==> config.mk <==
export PLATFORM = sky130hd
export DESIGN_NAME = mem_arbiter
export DESIGN_NICKNAME = d
export VERILOG_FILES = /design/src/rtl/scpu_pkg.sv /design/src/rtl/mem_arb_pick.sv /design/src/rtl/mem_arbiter.sv
export SDC_FILE = /design/constraint.sdc
export NUM_CORES = 1
export LEC_CHECK = 0
export BUFFER_PORTS_ARGS = -buffer_cell sky130_fd_sc_hd__clkbuf_2
export CAP_MARGIN = 30
export CORE_MARGIN = 2
export CORE_UTILIZATION = 49
export DETAILED_ROUTE_END_ITERATION = 16
export MAX_ROUTING_LAYER = met4
export PLACE_DENSITY_LB_ADDON = 0.12
export SYNTH_ARGS = -nofsm -noshare
export SYNTH_HDL_FRONTEND = slang
export SYNTH_SLANG_ARGS = --single-unit
==> constraint.sdc <==
create_clock -name clk -period 3.1 [get_ports clk]
set_input_delay 0.31 -clock clk [delete_from_list [all_inputs] [get_ports clk]]
set_output_delay 0.31 -clock clk [all_outputs]
set_load 0.05 [all_outputs]
==> src/rtl/scpu_pkg.sv <==
// Shared types and constants for the memory arbiter: FSM state encoding,
// requester ids and the default number of ACCESS cycles per transfer.
package scpu_pkg;

  typedef enum logic [1:0] {
    IDLE   = 2'd0,
    SETUP  = 2'd1,
    ACCESS = 2'd2,
    DONE   = 2'd3
  } arb_state_t;

  localparam logic REQ_CU  = 1'b0;
  localparam logic REQ_LDR = 1'b1;

  localparam int DEFAULT_WAIT_CYCLES = 1;

endpackage

==> src/rtl/mem_arb_pick.sv <==
// Combinational winner selection: turns the request vector and the id of the
// last granted requester into a one-hot grant. On a tie the other side wins.
module mem_arb_pick (
  input  logic [1:0] i_req,
  input  logic       i_last,
  output logic [1:0] o_gnt
);

  always_comb begin
    o_gnt = 2'b00;
    case (i_req)
      2'b01:   o_gnt = 2'b01;
      2'b10:   o_gnt = 2'b10;
      2'b11:   o_gnt = i_last ? 2'b01 : 2'b10;
      default: o_gnt = 2'b00;
    endcase
  end

endmodule

==> src/rtl/mem_arbiter.sv <==
// Two-requester memory arbiter running IDLE/SETUP/ACCESS/DONE transfers.
// Define MEM_ARB_ROUND_ROBIN_EN for round-robin ties; otherwise requester 0 wins.
module mem_arbiter
  import scpu_pkg::*;
#(
  parameter int WAIT_CYCLES = DEFAULT_WAIT_CYCLES,
  parameter int ADDR_W      = 16
) (
  input  logic              clk,
  input  logic              rst,
  input  logic [1:0]        req,
  input  logic [1:0]        we,
  input  logic [ADDR_W-1:0] addr0,
  input  logic [ADDR_W-1:0] addr1,
  input  logic [7:0]        wdata0,
  input  logic [7:0]        wdata1,
  output logic [1:0]        gnt,
  output logic [1:0]        ack,
  output logic [7:0]        rdata,
  output logic              mem_ce,
  output logic              mem_r,
  output logic              mem_w,
  output logic              mem_oe,
  output logic [ADDR_W-1:0] addr_bus,
  output logic [7:0]        mem_wdata,
  input  logic [7:0]        mem_rdata
);

  localparam logic [3:0] CNT_LOAD = 4'(WAIT_CYCLES - 1);

  arb_state_t        r_state;
  arb_state_t        w_next;
  logic [3:0]        r_cnt;
  logic              r_id;
  logic              r_we;
  logic [ADDR_W-1:0] r_addr;
  logic [7:0]        r_wdata;
  logic [7:0]        r_rdata;
  logic [1:0]        w_pick;
  logic [1:0]        w_owner;
  logic              w_ptr;
  logic              w_start;

  assign w_start = (r_state == IDLE) && (req != 2'b00);
  assign w_owner = r_id ? 2'b10 : 2'b01;
  assign rdata   = r_rdata;

`ifdef MEM_ARB_ROUND_ROBIN_EN
  logic r_last;

  // Remembers who won the most recent grant so a tie goes to the other side.
  always_ff @(posedge clk) begin
    if (rst) begin
      r_last <= 1'b1;
    end else if (w_start) begin
      r_last <= w_pick[1];
    end
  end

  assign w_ptr = r_last;
`else
  assign w_ptr = 1'b1;
`endif

  mem_arb_pick u_pick (
    .i_req  (req),
    .i_last (w_ptr),
    .o_gnt  (w_pick)
  );

  always_ff @(posedge clk) begin
    if (rst) begin
      r_state <= IDLE;
    end else begin
      r_state <= w_next;
    end
  end

  always_comb begin
    w_next    = r_state;
    gnt       = 2'b00;
    ack       = 2'b00;
    mem_ce    = 1'b0;
    mem_r     = 1'b0;
    mem_w     = 1'b0;
    mem_oe    = 1'b0;
    addr_bus  = '0;
    mem_wdata = 8'h00;
    case (r_state)
      IDLE: begin
        if (req != 2'b00) w_next = SETUP;
      end
      SETUP: begin
        gnt       = w_owner;
        mem_ce    = 1'b1;
        addr_bus  = r_addr;
        mem_wdata = r_wdata;
        w_next    = ACCESS;
      end
      ACCESS: begin
        gnt       = w_owner;
        mem_ce    = 1'b1;
        mem_r     = ~r_we;
        mem_oe    = ~r_we;
        mem_w     = r_we;
        addr_bus  = r_addr;
        mem_wdata = r_wdata;
        if (r_cnt == 4'd0) w_next = DONE;
      end
      DONE: begin
        gnt    = w_owner;
        ack    = w_owner;
        w_next = IDLE;
      end
      default: w_next = IDLE;
    endcase
  end

  // Requester inputs are frozen at the IDLE edge; nothing after that can disturb the transfer.
  always_ff @(posedge clk) begin
    if (rst) begin
      r_cnt   <= 4'd0;
      r_id    <= REQ_CU;
      r_we    <= 1'b0;
      r_addr  <= '0;
      r_wdata <= 8'h00;
      r_rdata <= 8'h00;
    end else begin
      case (r_state)
        IDLE: begin
          if (w_start) begin
            r_id    <= w_pick[1] ? REQ_LDR : REQ_CU;
            r_we    <= w_pick[1] ? we[1] : we[0];
            r_addr  <= w_pick[1] ? addr1 : addr0;
            r_wdata <= w_pick[1] ? wdata1 : wdata0;
          end
        end
        SETUP: r_cnt <= CNT_LOAD;
        ACCESS: begin
          if (r_cnt != 4'd0) begin
            r_cnt <= r_cnt - 4'd1;
          end else if (!r_we) begin
            r_rdata <= mem_rdata;
          end
        end
        default: r_cnt <= 4'd0;
      endcase
    end
  end

endmodule

**After elaboration in Yosys (flattened, before gate mapping)**

Cells that the tools add are included.

- $add $sub $neg: 1
- Equal/unequal tests: 9
- Multiplexer cells: 18
- Bitwise gates (word level): 3
- Reduce and logical (&&, ||, !) cells: 12

Operator list:

| kind | count |
|---|---|
| 16-bit 2-to-1 mux | 2 |
| 8-bit 2-to-1 mux | 2 |
| 2-bit 2-to-1 mux | 5 |
| 2-bit equality test (second input constant) | 4 |
| 2-bit case mux with 4 select lines | 1 |
| 4-bit case mux with 2 select lines | 1 |
| 2-bit AND reduction | 3 |
| 1-bit 2-to-1 mux | 5 |
| 2-bit by 1-bit equality test with 1-bit output (second input constant) | 2 |
| 4-bit logical NOT | 1 |
| 4-bit 2-to-1 mux | 1 |
| 2-bit != test (second input constant) | 2 |
| 2-bit case mux with 2 select lines | 1 |
| 4-bit nonzero test | 1 |
| 2-bit OR reduction | 2 |
| 4-bit by 1-bit subtractor with 4-bit output (second input constant) | 1 |
| 1-bit NOT | 3 |
| 3-bit AND reduction | 1 |
| 3-bit OR reduction | 1 |
| 2-bit logical NOT | 1 |
| 2-bit by 1-bit != test with 1-bit output (second input constant) | 1 |
| 2-bit nonzero test | 1 |
| 1-bit logical AND | 1 |

- Register bits after elaboration: 40
- Bits of input ports: 62
- Output and inout bits: 40
- Logic and storage cells: 50

**Longest topological paths before layout**

- Word-level depth: 4
- Depth in mapped cells: 7

**Cells and area by module**

Synthesis repeated with hierarchy kept, for this count alone.

- Cells, all modules: 232
- Area, all modules: 2053.2 um^2

By module, submodules not included:

| module | times used | cells an instance | area an instance (um^2) | sequential area each (um^2) |
|---|---|---|---|---|
| mem_arbiter | 1 | 229 | 2034.5 | 800.8 |
| mem_arb_pick | 1 | 3 | 18.8 | 0.0 |

**Worst setup path after synthesis**

Ideal clock, no wire load.

- Kind: reg-to-output
- From: reg r_state[1]
- To: out addr_bus[0]
- Arrival time: 1.736 ns
- Data required time: 2.790 ns
- Path slack: 1.054 ns
- Stages on the path, launching flop included: 5
- Path through: dfxtp_1 -> inv_1 -> ha_1 -> clkbuf_1 -> and2_1

- Word-level cells in the longest chain between the ends: 3
- Elaborated cells between the ends (all ways): 4
- Classes of those cells: eq/ne: 2; mux: 1; reduce/logical: 1

Ends and longest elaborated chain:

| item | line | source |
|---|---|---|
| start, declared | mem_arbiter.sv:31 | `arb_state_t r_state;` |
| start signal, assigned | mem_arbiter.sv:75 | `r_state <= w_next;` |
| 2-bit equality test or 2-bit by 1-bit equality test with 1-bit output (tied branches) | mem_arbiter.sv:89 | `case (r_state)` |
| 2-bit OR reduction (no line) * | - |  |
| 16-bit 2-to-1 mux * | mem_arbiter.sv:89 |  |
| end, declared | mem_arbiter.sv:24 | `output logic [ADDR_W-1:0] addr_bus,` |

Mark *: on every way between the ends. The rest lies on a longest branch, timed or not.

**Final worst setup path**

- From: reg r_state[1]
- To: out mem_wdata[4]

- Word-level cells in the longest chain between the ends: 3
- Elaborated cells between the ends (all ways): 4
- Classes of those cells: eq/ne: 2; mux: 1; reduce/logical: 1

Ends and longest elaborated chain:

| item | line | source |
|---|---|---|
| 2-bit equality test or 2-bit by 1-bit equality test with 1-bit output (tied branches) | mem_arbiter.sv:89 |  |
| 2-bit OR reduction (no line) * | - |  |
| 8-bit 2-to-1 mux * | mem_arbiter.sv:89 |  |
| end, declared | mem_arbiter.sv:25 | `output logic [7:0] mem_wdata,` |

Marks and branches as above.

==> results.ini <==
[outcome]
outcome=complete, no violations

[timing]
fmax_mhz=444
setup_tns_ps=0
fin_ws_ps=847
tightest_slew_ps=864
maxSlewViolCount=0
period_share_pct=72.7
rsz0062_at_grt=false
slew_headroom_pct=42.3
skew_ps=3.59
hold_viol_final=0
setup_viol=0
period_minus_slack_ps=2250

[synthesis]
synth_seq_cells=40
synth_nets=296
syn_avg_cell_area_um2=8.95
ys_types=31
synthCells=228
syn_area_mm2=0.00204
yosysSeqAreaShare_pct=39.2
synth_warnings=0

[floorplanning]
row_count=23
die_w_um=68.5
pin_count=102
die_height_um=68.5
coreArea_mm2=0.00400
design.die.area_mm2=0.00470
start_util_pct=51.0

[pwr]
power_density_mw_per_mm2=953
leakage_nw=1.24
max-vdd-ir-drop_mv=0.555

[grt]
grt_pass1_wl_um=6470
antenna_found_initial=0
grt_max_degree=51
grt_pass1_vias=1557
gr-total-overflow=0
grtUsageTotal_pct=19.2

[hold_path]
worstHoldPathCells=3
hold_path.class=input pin to register
hold_path_startpoint=mem_rdata[6]
hold_end=rdata[6]$_SDFFE_PP0P_

[routing]
wirelength_um=4240
drc=0
vias_per_cell=4.89
ant_nets=0
wire_per_inst_um=11.5
drtIter0Drc=55
firstDrtPassIters=4
vias=1809

[layout]
layout-drive-gt1-share_pct=36.6
syn2layout_area_growth_pct=29.1
layout_common_cells=clkbuf_2, dfxtp_1
fin_nets=387
final-seq-area_um2=801
fillers=363
final_common_cell=clkbuf_2
final_cells=370
antenna-diode-count=0
multi_input_area_mm2=0.00112
fin_area_mm2=0.00264
utilization_pct=65.9

[clocking]
cts_sinks=40
insertion_delay_ps=290
h-tree-depth=2
cts_buffers=5
ctsHoldBuffers=0
cts-root-buf=clkbuf_8
ctsResizeCount=0
clk_path_buf_depth=2
clk_pin_slew_worst_paths_ps=70
cts_tree=built
post_cts_buffers=0

[setup_path]
reg2reg_depth=6
cp_slowest_cell=ha_1
crit_path_max_fanout=26
worst_path_largest_cell_delay_ps=670
rr_startpoint=r_state[0]$_SDFFE_PP0P_
cp-end-kind=output port
crit_chain=inv_1 -> ha_1 -> and2_1 -> clkbuf_2
criticalPathCategory=register to output port
required_ps=2790
start_kind=register
r2r_end=r_addr[12]$_SDFFE_PP0P_
rrSetupSlack_ps=1380
arrival_ps=1940

[placed_design]
io_buffers=101
dpl_worst_slack_ps=1120
gp_congestion=0.798
placed_area_mm2=0.00252
dp.cells=362
post-dp-hpwl_um=3130

[run]
maxCapViolCount=0

## sequential cells by signal, indices dropped and copies added (netlist names)
name / count
r_addr: 16
r_wdata: 8
rdata: 8
r_cnt: 4
r_state: 2
r_id: 1
r_we: 1
## logic make-up (layout without fill, tap and decap cells)
kind of cell	Yosys count	after routing	synth area share, %
AND/OR/NAND/NOR	77	77	20.5
multiplexers	26	26	12.8
AO/OA/AOI/OAI	53	53	17.4
adder cells (fa/ha/maj)	6	6	3.68
buffers and inverters	26	118	6.38
flip-flops	40	40	39.2
## metrics by stage
stage	power (mW)	hold WS (ps)
floorplan	1.84	410
global placement	2.10	460
detailed placement	2.12	467
CTS	2.54	237
global route	2.68	250
finish	2.51	249
## layer usage
metal / vias up / global-route usage [%] / wire [µm]
li1: 978 / - / -
met1: 765 / 20.8 / 1880
met2: 62 / 32.6 / 2030
met3: 4 / 5.52 / 268
met4: 0 / 8.25 / 62
met5: - / - / 0
## synth_stat cells
library cell / instances / area share, %
or3_2: 2 / 0.74
o21a_1: 1 / 0.37
buf_1: 4 / 0.74
a21oi_1: 12 / 2.9
ha_1: 6 / 3.7
nor3_1: 1 / 0.25
a21o_1: 1 / 0.37
nand2b_1: 5 / 1.5
nor2b_1: 3 / 0.92
nor3b_1: 1 / 0.37
or3b_1: 1 / 0.43
and2_1: 26 / 8.0
or2_2: 1 / 0.31
inv_2: 1 / 0.18
a211oi_2: 1 / 0.61
o22ai_1: 1 / 0.31
a211oi_1: 26 / 9.6
clkbuf_1: 7 / 1.3
nand3b_1: 1 / 0.37
nand3_1: 8 / 2.0
nor2_1: 26 / 4.8
inv_1: 7 / 1.3
o21ai_0: 8 / 2.0
buf_6: 3 / 1.7
buf_2: 2 / 0.49
or3_1: 1 / 0.31
dfxtp_1: 40 / 39
nor3b_2: 1 / 0.61
mux2i_1: 26 / 13
buf_4: 2 / 0.74
o32ai_1: 3 / 1.3
## worst max path at each step
stage | endpoint | slack, ps | from | cells after the start
finish | mem_wdata[4] | 850 | r_state[1]$_SDFFE_PP0P_ | 4
global route | mem_wdata[4] | 680 | r_state[1]$_SDFFE_PP0P_ | 4
global placement | mem_wdata[4] | 1200 | r_state[1]$_SDFFE_PP0P_ | 4
detailed placement | mem_wdata[5] | 1120 | r_state[1]$_SDFFE_PP0P_ | 4
floorplan | addr_bus[0] | 1050 | r_state[1]$_SDFFE_PP0P_ | 4
CTS | mem_wdata[4] | 780 | r_state[1]$_SDFFE_PP0P_ | 4
## cell type report
class                      instances  area share, %
sequential                        40           30.4
timing repair buffer             102           19.5
multi-input combinational        162           42.4
tap                               50           2.37
clock buffer                       5           2.61
inverter                           8           1.14
clock inverter                     3           1.61
## where the power goes
| part | switching (mW) | internal [mW] |
|---|---|---|
| Combinational | 0.993 | 0.369 |
| Sequential | 0.0692 | 0.662 |
| Clock | 0.178 | 0.238 |
| Total | 1.24 | 1.27 |
## worst max-delay path: cells and delay by family, from the launching register on
family                     cells  cell delay [ps]
adders and majority gates      1              670
buffers and inverters          2              360
DFF                            1              380
and+or+nand+nor                1              240
Note: power is estimated with default switching activity, not from simulation.
